**config.mk**
```make
export PLATFORM = sky130hd
export DESIGN_NAME = qeciphy_serdes_ctrl
export DESIGN_NICKNAME = d
export VERILOG_FILES = /design/src/rtl/qeciphy_serdes_ctrl.sv
export SDC_FILE = /design/constraint.sdc
export NUM_CORES = 1
export LEC_CHECK = 0
export ABC_AREA = 1
export CORE_MARGIN = 1.5
export CORE_UTILIZATION = 45
export DETAILED_ROUTE_END_ITERATION = 7
export MAX_ROUTING_LAYER = met4
export PLACE_DENSITY = 0.66
export SYNTH_ARGS = -nofsm -noshare
export SYNTH_HDL_FRONTEND = slang
export SYNTH_SLANG_ARGS = --single-unit
```
**constraint.sdc**
```tcl
create_clock -name clk_i -period 2.21 [get_ports clk_i]
set_input_delay 0.442 -clock clk_i [delete_from_list [all_inputs] [get_ports clk_i]]
set_output_delay 0.442 -clock clk_i [all_outputs]
set_load 0.1 [all_outputs]
```
**src/rtl/qeciphy_serdes_ctrl.sv**
```systemverilog
// QECIPHY SERDES link bring-up sequencer: GT reset, datapath release, alignment, recovery.
// Optional link-drop statistics counter enabled by QECIPHY_SERDES_CTRL_STATS_EN.
module qeciphy_serdes_ctrl #(
   parameter int GT_RST_CYCLES  = 16,
   parameter int TIMEOUT_CYCLES = 1000000,
   parameter int BACKOFF_CYCLES = 1024,
   parameter int MAX_RETRIES    = 7,
   parameter int DROP_FILTER    = 8
) (
   input  logic                               clk_i,
   input  logic                               rst_i,
   input  logic                               enable_i,
   input  logic                               restart_i,
   input  logic                               gt_power_good_i,
   input  logic                               gt_tx_rst_done_i,
   input  logic                               gt_rx_rst_done_i,
   input  logic                               rx_datapath_aligned_i,
   output logic                               gt_rst_n_o,
   output logic                               tx_datapath_rst_n_o,
   output logic                               rx_datapath_rst_n_o,
   output logic                               link_up_o,
   output logic                               fault_o,
   output logic [2:0]                         state_o,
   output logic [$clog2(MAX_RETRIES+1)-1:0]   retry_cnt_o
`ifdef QECIPHY_SERDES_CTRL_STATS_EN
   ,
   output logic [15:0]                        link_drop_cnt_o
`endif
);

   localparam int RW    = $clog2(MAX_RETRIES + 1);
   localparam int TMAX0 = (GT_RST_CYCLES > TIMEOUT_CYCLES) ?
                          GT_RST_CYCLES : TIMEOUT_CYCLES;
   localparam int TMAX  = (TMAX0 > BACKOFF_CYCLES) ? TMAX0 : BACKOFF_CYCLES;
   localparam int TW    = $clog2(TMAX + 1);
   localparam int FW    = $clog2(DROP_FILTER + 1);

   typedef enum logic [2:0] {
      S_IDLE       = 3'd0,
      S_GT_RST     = 3'd1,
      S_WAIT_GT    = 3'd2,
      S_WAIT_ALIGN = 3'd3,
      S_LINK_UP    = 3'd4,
      S_BACKOFF    = 3'd5,
      S_FAULT      = 3'd6
   } state_t;

   logic [3:0]    async_w;
   logic [3:0]    meta_q;
   logic [3:0]    sync_q;
   state_t        state_q, state_d;
   logic [TW-1:0] timer_q, timer_d;
   logic [FW-1:0] filt_q, filt_d;
   logic [RW-1:0] retry_q, retry_d;
   logic          gt_rst_n_q, gt_rst_n_d;
   logic          dp_rst_n_q, dp_rst_n_d;
   logic          link_up_q, link_up_d;
   logic          fault_q, fault_d;
   logic          gt_ok, aligned, fail, link_fail;

   assign async_w = {rx_datapath_aligned_i, gt_rx_rst_done_i,
                     gt_tx_rst_done_i, gt_power_good_i};

   always_ff @(posedge clk_i or posedge rst_i) begin
      if (rst_i) begin
         meta_q <= '0;
         sync_q <= '0;
      end else begin
         meta_q <= async_w;
         sync_q <= meta_q;
      end
   end

   assign gt_ok   = &sync_q[2:0];
   assign aligned = sync_q[3];

   always_comb begin
      state_d   = state_q;
      retry_d   = retry_q;
      filt_d    = '0;
      fail      = 1'b0;
      link_fail = 1'b0;
      unique case (state_q)
         S_IDLE: begin
            state_d = S_GT_RST;
         end
         S_GT_RST: begin
            if (timer_q == TW'(GT_RST_CYCLES - 1)) state_d = S_WAIT_GT;
         end
         S_WAIT_GT: begin
            if (gt_ok) state_d = S_WAIT_ALIGN;
            else if (timer_q == TW'(TIMEOUT_CYCLES - 1)) fail = 1'b1;
         end
         S_WAIT_ALIGN: begin
            if (aligned) begin
               state_d = S_LINK_UP;
               retry_d = '0;
            end else if (timer_q == TW'(TIMEOUT_CYCLES - 1)) begin
               fail = 1'b1;
            end
         end
         S_LINK_UP: begin
            if (!(gt_ok && aligned)) begin
               if (filt_q == FW'(DROP_FILTER - 1)) begin
                  fail      = 1'b1;
                  link_fail = 1'b1;
               end else begin
                  filt_d = filt_q + 1'b1;
               end
            end
         end
         S_BACKOFF: begin
            if (timer_q == TW'(BACKOFF_CYCLES - 1)) state_d = S_GT_RST;
         end
         S_FAULT: begin
            state_d = S_FAULT;
         end
         default: begin
            state_d = S_IDLE;
         end
      endcase
      if (fail) begin
         if (retry_q == RW'(MAX_RETRIES)) begin
            state_d = S_FAULT;
         end else begin
            state_d = S_BACKOFF;
            retry_d = retry_q + 1'b1;
         end
      end
      // Disable and restart override every other decision, including timeouts.
      if (!enable_i || restart_i) begin
         state_d   = S_IDLE;
         link_fail = 1'b0;
      end
      if (state_d == S_IDLE) retry_d = '0;
      if (state_d != state_q) timer_d = '0;
      else if (timer_q == {TW{1'b1}}) timer_d = timer_q;
      else timer_d = timer_q + 1'b1;
      gt_rst_n_d = (state_d == S_WAIT_GT) || (state_d == S_WAIT_ALIGN) ||
                   (state_d == S_LINK_UP);
      dp_rst_n_d = (state_d == S_WAIT_ALIGN) || (state_d == S_LINK_UP);
      link_up_d  = (state_d == S_LINK_UP);
      fault_d    = (state_d == S_FAULT);
   end

   always_ff @(posedge clk_i or posedge rst_i) begin
      if (rst_i) begin
         state_q    <= S_IDLE;
         timer_q    <= '0;
         filt_q     <= '0;
         retry_q    <= '0;
         gt_rst_n_q <= 1'b0;
         dp_rst_n_q <= 1'b0;
         link_up_q  <= 1'b0;
         fault_q    <= 1'b0;
      end else begin
         state_q    <= state_d;
         timer_q    <= timer_d;
         filt_q     <= filt_d;
         retry_q    <= retry_d;
         gt_rst_n_q <= gt_rst_n_d;
         dp_rst_n_q <= dp_rst_n_d;
         link_up_q  <= link_up_d;
         fault_q    <= fault_d;
      end
   end

`ifdef QECIPHY_SERDES_CTRL_STATS_EN
   logic [15:0] drop_cnt_q, drop_cnt_d;

   always_comb begin
      drop_cnt_d = drop_cnt_q;
      if (link_fail && drop_cnt_q != 16'hFFFF) drop_cnt_d = drop_cnt_q + 16'd1;
   end

   always_ff @(posedge clk_i or posedge rst_i) begin
      if (rst_i) drop_cnt_q <= '0;
      else drop_cnt_q <= drop_cnt_d;
   end

   assign link_drop_cnt_o = drop_cnt_q;
`endif

   assign gt_rst_n_o          = gt_rst_n_q;
   assign tx_datapath_rst_n_o = dp_rst_n_q;
   assign rx_datapath_rst_n_o = dp_rst_n_q;
   assign link_up_o           = link_up_q;
   assign fault_o             = fault_q;
   assign state_o             = state_q;
   assign retry_cnt_o         = retry_q;

endmodule

```
==> results of run 1 <==
## final timing paths
check                                        from  slack, ns                  endpoint
max                        timer_q[0]$_DFFE_PP0P_       0.22    timer_q[7]$_DFFE_PP0P_
min                           meta_q[0]$_DFF_PP0_       0.36       sync_q[0]$_DFF_PP0_
max reg2reg                timer_q[0]$_DFFE_PP0P_       0.22    timer_q[7]$_DFFE_PP0P_
min reg2reg                   meta_q[0]$_DFF_PP0_       0.36       sync_q[0]$_DFF_PP0_
max in group asynchronous                   rst_i       1.20    timer_q[0]$_DFFE_PP0P_
min in group asynchronous                   rst_i       0.47  retry_cnt_o[1]$_DFF_PP0_
## what timing repair did
item,4_1_cts,5_1_grt
gates resized for setup,0,2
endpoints found under the setup margin,0,9
hold buffers,0,0
## metal layers
metal	GRT usage, %	wire length [um]
met5	-	0
met4	6.46	92
met3	4.28	190
met2	24.5	1870
met1	23.9	2010
## where the power goes
part           internal, uW  switching (uW)  total [uW]
combinational          61.3            90.5         152
sequential              797            29.1         826
clock                   235             298         532
total                  1090             417        1510
## placed cells by master, fill, tap and decap left out, drive strengths merged
master	count
nand4	3
clkbuf	5
dfrtp	42
nor2	63
a21oi	5
ha	4
nor3b	1
a22oi	1
clkdlybuf4s50	7
nand3b	1
inv	42
o21ai	10
nand2	68
buf	15
xnor2	1
xor2	7
or2	2
nand3	25
nor3	5
o21bai	1
o22ai	2
## area by class of cell
class	instances	area [um2]	area share [%]
timing repair buffer	22	208	7.69
clock buffer	5	68.8	2.55
sequential	42	1050	39.0
tap	70	87.6	3.24
inverter	39	146	5.42
multi-input combinational	199	1110	41.1
clock inverter	3	26.3	0.972
## sequential cells by signal, indices dropped and copies added (netlist names)
| signal | flops |
|---|---|
| fault_o | 1 |
| filt_q | 4 |
| gt_rst_n_o | 1 |
| link_up_o | 1 |
| meta_q | 4 |
| retry_cnt_o | 3 |
| rx_datapath_rst_n_o | 1 |
| state_o | 3 |
| sync_q | 4 |
| timer_q | 20 |
## metrics by stage
step	total power, uW	worst slack, ns	area, um2	utilization (%)
3_3_place_gp	994	0.229	2600	51.6
6_report	1510	0.222	2700	53.6
2_1_floorplan	951	0.0780	2340	-
5_1_grt	1580	0.0173	2700	53.6
4_1_cts	1530	0.210	2700	53.5
3_5_place_dp	994	0.225	2600	51.6
## cells by family (layout without fill, tap and decap cells)
logic type	after synthesis	after routing
compound gates	19	19
xor+xnor	8	8
fa+ha+maj	4	4
buf+inv	42	69
flops	42	42
simple gates	168	168
## worst reg2reg max path, cell delays in order, from the launching register on
cell and delay [ns]:
sky130_fd_sc_hd__dfrtp_1 0.39, sky130_fd_sc_hd__ha_1 0.21, sky130_fd_sc_hd__nand3_2 0.14, sky130_fd_sc_hd__inv_1 0.08, sky130_fd_sc_hd__nand2_1 0.04, sky130_fd_sc_hd__nor2_1 0.12, sky130_fd_sc_hd__nand3_2 0.10, sky130_fd_sc_hd__nand2_4 0.10
sky130_fd_sc_hd__inv_2 0.07, sky130_fd_sc_hd__nand2_2 0.07, sky130_fd_sc_hd__nand3_2 0.11, sky130_fd_sc_hd__nand2_2 0.08, sky130_fd_sc_hd__nand2_2 0.04, sky130_fd_sc_hd__nand3_2 0.08, sky130_fd_sc_hd__buf_12 0.19, sky130_fd_sc_hd__nor2_2 0.06
==> results.md, run 1 <==
Status:
- The flow ran to the end, and the final reports show no timing, DRC or antenna violations.

STA:
- The upper clock frequency limit is 503 MHz.
- Hold timing on the final database bottoms out at a slack of 0.358 ns.
- The clock period could shrink to 1.99 ns.
- The largest clock skew in the final design is 0.00558 ns.
- Setup total negative slack on the finished layout was measured at 0 ns.
- The count of final setup violators is 0.
- The post-route fraction of the period consumed by the critical path is 90.0%.
- The number of hold violations in the final report is 0.
- For the pin with the worst max-slew slack, the measured transition is 0.541 ns.
- Setup repair after global routing left no endpoint under its margin.
- The max-slew violation count is 0.
- The worst slew margin relative to its limit is 63.9%.

Place:
- The routability-driven placement congestion ratio is 0.822.
- In this run the tool buffered the top-level ports with 18 buffer cells.
- The cell count after placement is 372.
- The HPWL after detailed placement is 3090 um.

Drt:
- The first detailed-routing pass ran for 4 iterations.
- The residual DRC count is 0.
- The total number of vias is 1805.
- After the first detailed-routing iteration, the DRC count stood at 73.
- The total wire length is 4160 um.
- Dividing the detail-routed wire length by the instance count gives 10.9 um.
- The number of vias per cell is 4.75.
- The number of nets with antenna violations after routing is 0.

Worst setup path:
- The maximum cell stage delay along the critical path is 0.39 ns.
- STA classifies the critical path endpoint as a register.
- For the worst flop-to-flop path, the logic depth is 15.
- The critical path arrival is 2.18 ns.
- The critical path depth in cells is 15.
- The signal on the critical path passes through ha_1 -> nand3_2 -> inv_1 -> nand2_1 -> nor2_1 -> nand3_2 -> nand2_4 -> inv_2 -> nand2_2 -> nand3_2 -> nand2_2 -> nand2_2 -> nand3_2 -> buf_12 -> nor2_2.
- The worst setup path is launched from a register.
- STA puts the critical path data required time at 2.40 ns.
- Counting stages on the worst path, the most repeated cell is sky130_fd_sc_hd__nand3_2.
- The slowest cell on the critical path is sky130_fd_sc_hd__dfrtp_1.
- The type of the setup path with the least slack is reg -> reg.
- The buffers plus inverters on the worst setup path is 3.
- The cell class contributing the biggest share of worst-path delay is simple AND/OR/NAND/NOR gates.
- The maximum fanout along the worst path is 20.

Layout:
- The number of antenna diodes in the final layout is 0.
- The proportion of layout cells with a drive suffix above 1 is 26.8%.
- The number of filler cells placed in the layout is 459.
- The relative area change from synthesis to final layout is 15.9%.
- The final layout contains 321 nets.
- Leaving out filler cells and counting taps, the final layout contains 380.

Synth:
- The fraction of the mapped netlist area in compound gates is 4.40%.
- Yosys instantiated no cell more often than sky130_fd_sc_hd__nand2_1.
- Of the total synthesized cell area, the portion taken by XOR and XNOR cells is 3.00%.
- In the synthesized netlist the async set-or-reset flop fraction comes to 100%.
- The post-synth design cell area is 0.00233 mm2.
- By area the synthesized netlist is led by sky130_fd_sc_hd__dfrtp_1, sky130_fd_sc_hd__nand2_1, sky130_fd_sc_hd__nor2_1.
- The net count of the mapped netlist is 295.
- For this run, the register share of the synthesized area comes to 45.1%.
- The Yosys warning count is 0.
- After technology mapping, the gate count stands at 283.
- Measured against the total synthesized area, the mux share comes to 0%.
- The synthesized design contains 42 register bits.
- Of the total synthesized cell area, the portion taken by AND, OR, NAND and NOR gates is 37.8%.
- By count the netlist is led by sky130_fd_sc_hd__nand2_1, sky130_fd_sc_hd__dfrtp_1, sky130_fd_sc_hd__nor2_1, sky130_fd_sc_hd__inv_1, sky130_fd_sc_hd__nor2_2.
- The synthesized netlist devotes 2.15% of its cell area to adder and majority cells.
- Counting flops with a built-in enable in the synthesized netlist gives 0.
- The cell accounting for the most synthesized area is sky130_fd_sc_hd__dfrtp_1.
- The combinational family with the most area after synthesis is simple AND/OR/NAND/NOR gates.
- The most used flip-flop cell after synthesis is sky130_fd_sc_hd__dfrtp_1.
- The average cell area after synthesis is 8.24 um2.
- Yosys mapped the design onto 29 distinct sky130hd cell types.
- The share of synthesized area in the top cell type comes to 45.1%.

Floorplanning:
- The initial utilization of the core area, before any placement, comes to 46.3%.
- The floorplan die area is 0.00562 mm2.
- The die span in x is 75.0 um.
- The floorplan has 26 rows.
- The area of the placeable core is 0.00504 mm2.
- 19 I/O pins were placed.
- From bottom edge to top edge, the die measures 75.0 um.

Power:
- The total leakage power is 0.00134 uW.
- The largest vdd supply drop is 0.360 mV.
- Power spread over the standard cell area amounts to 559 mW/mm2.

GRT:
- The pin count of the biggest net entering global routing is 31.
- The via count of the first global-routing pass was 1563.
- For this run the aggregate overflow at the end of global routing stands at 0.
- The number of antenna violations at the first check in global routing is 0.
- The global-route wire length before repair is 7110 um.
- The total global-route track usage is 17.3%.

Worst hold path:
- The tightest min-delay check is of the reg -> reg type.
- The worst hold path passes through 0 cells.

Clock tree:
- The number of buffers added by the clock tree synthesis step is 5.
- The number of buffers inserted to repair setup after CTS is 0.
- The number of H-tree levels is 2.
- The clock passes through at most 2 buffers.
- For the worst-skew pair, the clock arrives at the later sink with an insertion delay of 0.30 ns.
- Clock tree synthesis found a total of 42 sinks.
- After clock tree synthesis, the clock-pin slew on the worst setup and hold paths is 0.09 ns.
- TritonCTS built the clock tree.
- The cell at the root of the clock tree is sky130_fd_sc_hd__clkbuf_8.

Job:
- The tool flagged a number of max-cap violations equal to 0.
Power figures use the tool's default switching activity.
==> run 2: changes to the inputs <==
- CAP_MARGIN: not set -> 20
==> results of run 2 <==
The final DEF is identical to that of run 1; final timing and power are the same.
==> run 3: changes to the inputs <==
- CAP_MARGIN: 20 -> 15
- CORE_MARGIN: 1.5 -> not set
==> run 3 against run 2 <==
Sequential cell count stayed put. Combinational power hardly changed. Sequential power hardly changed. Hold slack worse by 0.0028 ns. Power is 1.2% lower. Critical path type unchanged. Critical endpoint is now timer_q[14]$_DFFE_PP0P_. Largest power group unchanged.
==> results.md, run 3 (synthesis gave the netlist of run 1 again) <==
STA:
- The final critical delay including setup and external delays is 2.03 ns (+0.0368 ns).
- The transition time of the tightest slew-check pin was 0.523 ns (-0.0177 ns).
- The largest clock skew in the final design is 0.00344 ns (-0.00214 ns).
- The post-route fraction of the period consumed by the critical path is 91.6% (+1.7 points).
- The upper clock frequency limit came to 494 MHz (-1.8%).
- The worst slew margin relative to its limit is 65.1% (+1.2 points).
- The setup TNS after final layout is 0 ns (unchanged).
- The max-slew violation count is 0 (unchanged).
- Setup repair after global routing left no endpoint under its margin.
- The number of hold violations in the final report came to 0 (unchanged).
- The count of final setup violators is 0 (unchanged).

Clock tree:
- The number of H-tree levels is 2 (unchanged).
- The number of buffers on the longest clock path came to 2 (unchanged).
- The latest clock arrival within the worst-skew pair is 0.30 ns (about the same).
- The number of buffers inserted to repair setup after CTS is 0 (unchanged).
- The clock net sink count is 42 (unchanged).
- The cell at the root of the clock tree is sky130_fd_sc_hd__clkbuf_8.
- The hold buffer count at cts came to 0 (unchanged).
- The clock transition at the registers of the reported paths is 0.09 ns (about the same).
- The number of buffers added by the clock tree synthesis step is 5 (unchanged).
- TritonCTS built the clock tree.

Worst setup path:
- By startpoint and endpoint, the worst setup path is classified as reg -> reg.
- The maximum fanout along the worst path came to 20 (unchanged).
- The worst reg-to-reg setup slack was 0.18 ns (-0.04 ns).
- The worst register-to-register path ends at timer_q[14]$_DFFE_PP0P_.
- The launching point of the worst reg2reg path is timer_q[0]$_DFFE_PP0P_.
- The worst setup path is launched from a register.
- The maximum cell stage delay along the critical path was 0.40 ns (about the same).
- The capturing element type of the critical path is a register.
- The critical path arrival is 2.26 ns (+0.08 ns).
- The largest individual stage delay along the critical path comes from the cell sky130_fd_sc_hd__dfrtp_1.
- The signal on the critical path passes through ha_1 -> nand3_2 -> nor3_4 -> nand3_2 -> nand2_1 -> nand2_2 -> nor2_4 -> inv_2 -> nand2_4 -> nand2_2 -> nand2_2 -> nand3_2 -> buf_12 -> nor2_2.
- The buffers plus inverters on the worst setup path is 2 (-1).
- The number of cells traversed by the worst register-to-register path was 14 (-1).
- The critical path depth in cells is 14 (-1).
- The required time at the worst-slack endpoint is 2.44 ns (+0.04 ns).
- Grouping stages by cell kind, the critical path spends the most delay in simple AND/OR/NAND/NOR gates.

Job:
- The number of maximum-capacitance violations is 0 (unchanged).

Power:
- The total leakage power came to 0.00133 uW (-0.86%).
- The largest vdd supply drop is 0.359 mV (-0.18%).
- The power density over cell area was 554 mW/mm2 (-0.79%).

Place:
- The cell count after placement is 370 (-0.54%).
- The final HPWL from detailed placement is 3110 um (+0.60%).
- The routability-driven placement congestion ratio is 0.830 (+0.91%).
- The total of buffers placed on input and output ports is 18 (unchanged).

Layout:
- The number of flip-flops under the largest register name is 20 (unchanged).
- The multi-input logic area is 0.00111 mm2 (-0.11%).
- The register with the most flip-flops is timer_q.
- The number of filler cells placed in the layout is 462 (+0.65%).
- The non-filler instance count after layout was 378 (-0.53%).
- The commonest non-fill, non-tap cell in the layout is sky130_fd_sc_hd__nand2_1.
- The final net count is 322 (+0.31%).
- The proportion of layout cells with a drive suffix above 1 is 26.7% (-0.086 points).
- The number of antenna diodes was 0 (unchanged).
- The area taken by flip-flops and latches is 0.00105 mm2 (unchanged).
- The relative area change from synthesis to final layout is 15.3%.
- In the layout the commonest cells are sky130_fd_sc_hd__nand2_1, sky130_fd_sc_hd__dfrtp_1, sky130_fd_sc_hd__nor2_1.

GRT:
- The total global-route track usage was 18.0% (+0.69 points).
- The total global routing overflow is 0 (unchanged).
- The number of antenna violations at the first check in global routing is 0 (unchanged).
- The global-route wire length before repair was 7150 um (+0.58%).
- The pin count of the biggest net entering global routing is 43 (+39%).
- The via count of the first global-routing pass is 1669 (+6.8%).

Floorplanning:
- The number of core rows is 25 (-3.8%).
- The floorplan die area came to 0.00547 mm2 (-2.6%).
- The overall die height is 74.0 um (-1.3%).
- The die span in x is 74.0 um (-1.3%).
- The area of the placeable core came to 0.00485 mm2 (-3.8%).
- The initial core utilization came to 48.1% (+1.9 points).
- The count of pins on the block boundary is 19 (unchanged).

Drt:
- The number of vias per cell is 4.69 (-1.3%).
- The number of nets with antenna violations after routing came to 0 (unchanged).
- The total number of vias is 1773 (-1.8%).
- The total wire length is 4170 um (+0.26%).
- The DRC marker count from the first detailed-route iteration is 103 (+41%).
- The number of detailed-routing iterations run before antenna repair was 4 (unchanged).
- The wire length per cell after detailed routing is 11.0 um (+0.79%).
- The residual DRC count came to 0 (unchanged).

Status:
- The flow ran to the end, and the final reports show no timing, DRC or antenna violations.

Worst hold path:
- The path with the worst hold slack has its endpoint at sync_q[1]$_DFF_PP0_.
- The path type of the worst min-delay path is reg -> reg.
- The number of cells on the worst hold path is 0 (unchanged).
- The worst hold path begins at meta_q[1]$_DFF_PP0_.
-- run 3: cell count changes in the layout (fill, tap and decap cells not counted), sizes merged --
cell / delta
buf: +1
inv: -2
clkinvlp: +2
-- run 3: report_power, final --
group | total [uW] | leakage (uW) | switching [uW] | internal, uW
combinational | 152 | 0.000728 | 91.6 | 60.0
clock | 514 | 0.0000408 | 288 | 226
sequential | 826 | 0.000559 | 29.1 | 797
-- run 3: worst max path at each step --
| stage | start | end | slack, ns |
|---|---|---|---|
| finish | timer_q[0]$_DFFE_PP0P_ | timer_q[14]$_DFFE_PP0P_ | 0.18 |
| global route | timer_q[0]$_DFFE_PP0P_ | timer_q[6]$_DFFE_PP0P_ | 0.03 |
| CTS | timer_q[0]$_DFFE_PP0P_ | timer_q[14]$_DFFE_PP0P_ | 0.17 |
| detailed placement | timer_q[0]$_DFFE_PP0P_ | timer_q[14]$_DFFE_PP0P_ | 0.19 |
| global placement | enable_i | timer_q[15]$_DFFE_PP0P_ | 0.21 |
| floorplan | retry_cnt_o[0]$_DFF_PP0_ | timer_q[3]$_DFFE_PP0P_ | 0.08 |
-- run 3: repair_timing --
| item | 4_1_cts | 5_1_grt |
|---|---|---|
| gates resized for setup | 0 | 1 |
| hold endpoints to repair | 0 | 0 |
| endpoints found under the setup margin | 0 | 1 |
-- run 3: through the flow --
step | hold slack [ns] | power [uW] | setup WS (ns) | utilization [%] | instance area (um2)
floorplan | 0.331 | 951 | 0.0780 | - | 2340
detailed placement | 0.336 | 996 | 0.192 | 53.5 | 2590
finish | 0.355 | 1490 | 0.185 | 55.5 | 2690
global route | 0.362 | 1560 | 0.0281 | 55.5 | 2690
global placement | 0.333 | 996 | 0.208 | 53.5 | 2590
CTS | 0.357 | 1520 | 0.167 | 55.4 | 2690
-- run 3: worst register-to-register path: cells and delay by family, from the launching register on --
| family | cells | cell delay (ns) |
|---|---|---|
| fa+ha+maj | 1 | 0.21 |
| simple gates | 11 | 1.11 |
| flops | 1 | 0.40 |
| buf+inv | 2 | 0.24 |
-- run 3: cell type report --
class / instances / share of cell area (%)
clock buffers: 5 / 2.56
clock inverters: 3 / 0.884
inverters: 39 / 5.44
multi-input cells: 199 / 41.3
flip-flops and latches: 42 / 39.2
well taps: 67 / 3.12
repair buffers: 23 / 7.53
-- run 3: per-layer routing --
| metal | up-vias | wire [um] | GRT usage, % |
|---|---|---|---|
| met1 | 809 | 2000 | 21.8 |
| met3 | 6 | 97 | 4.47 |
| met2 | 25 | 1990 | 28.4 |
| li1 | 933 | - | - |
| met5 | - | 0 | - |
| met4 | 0 | 78 | 7.69 |
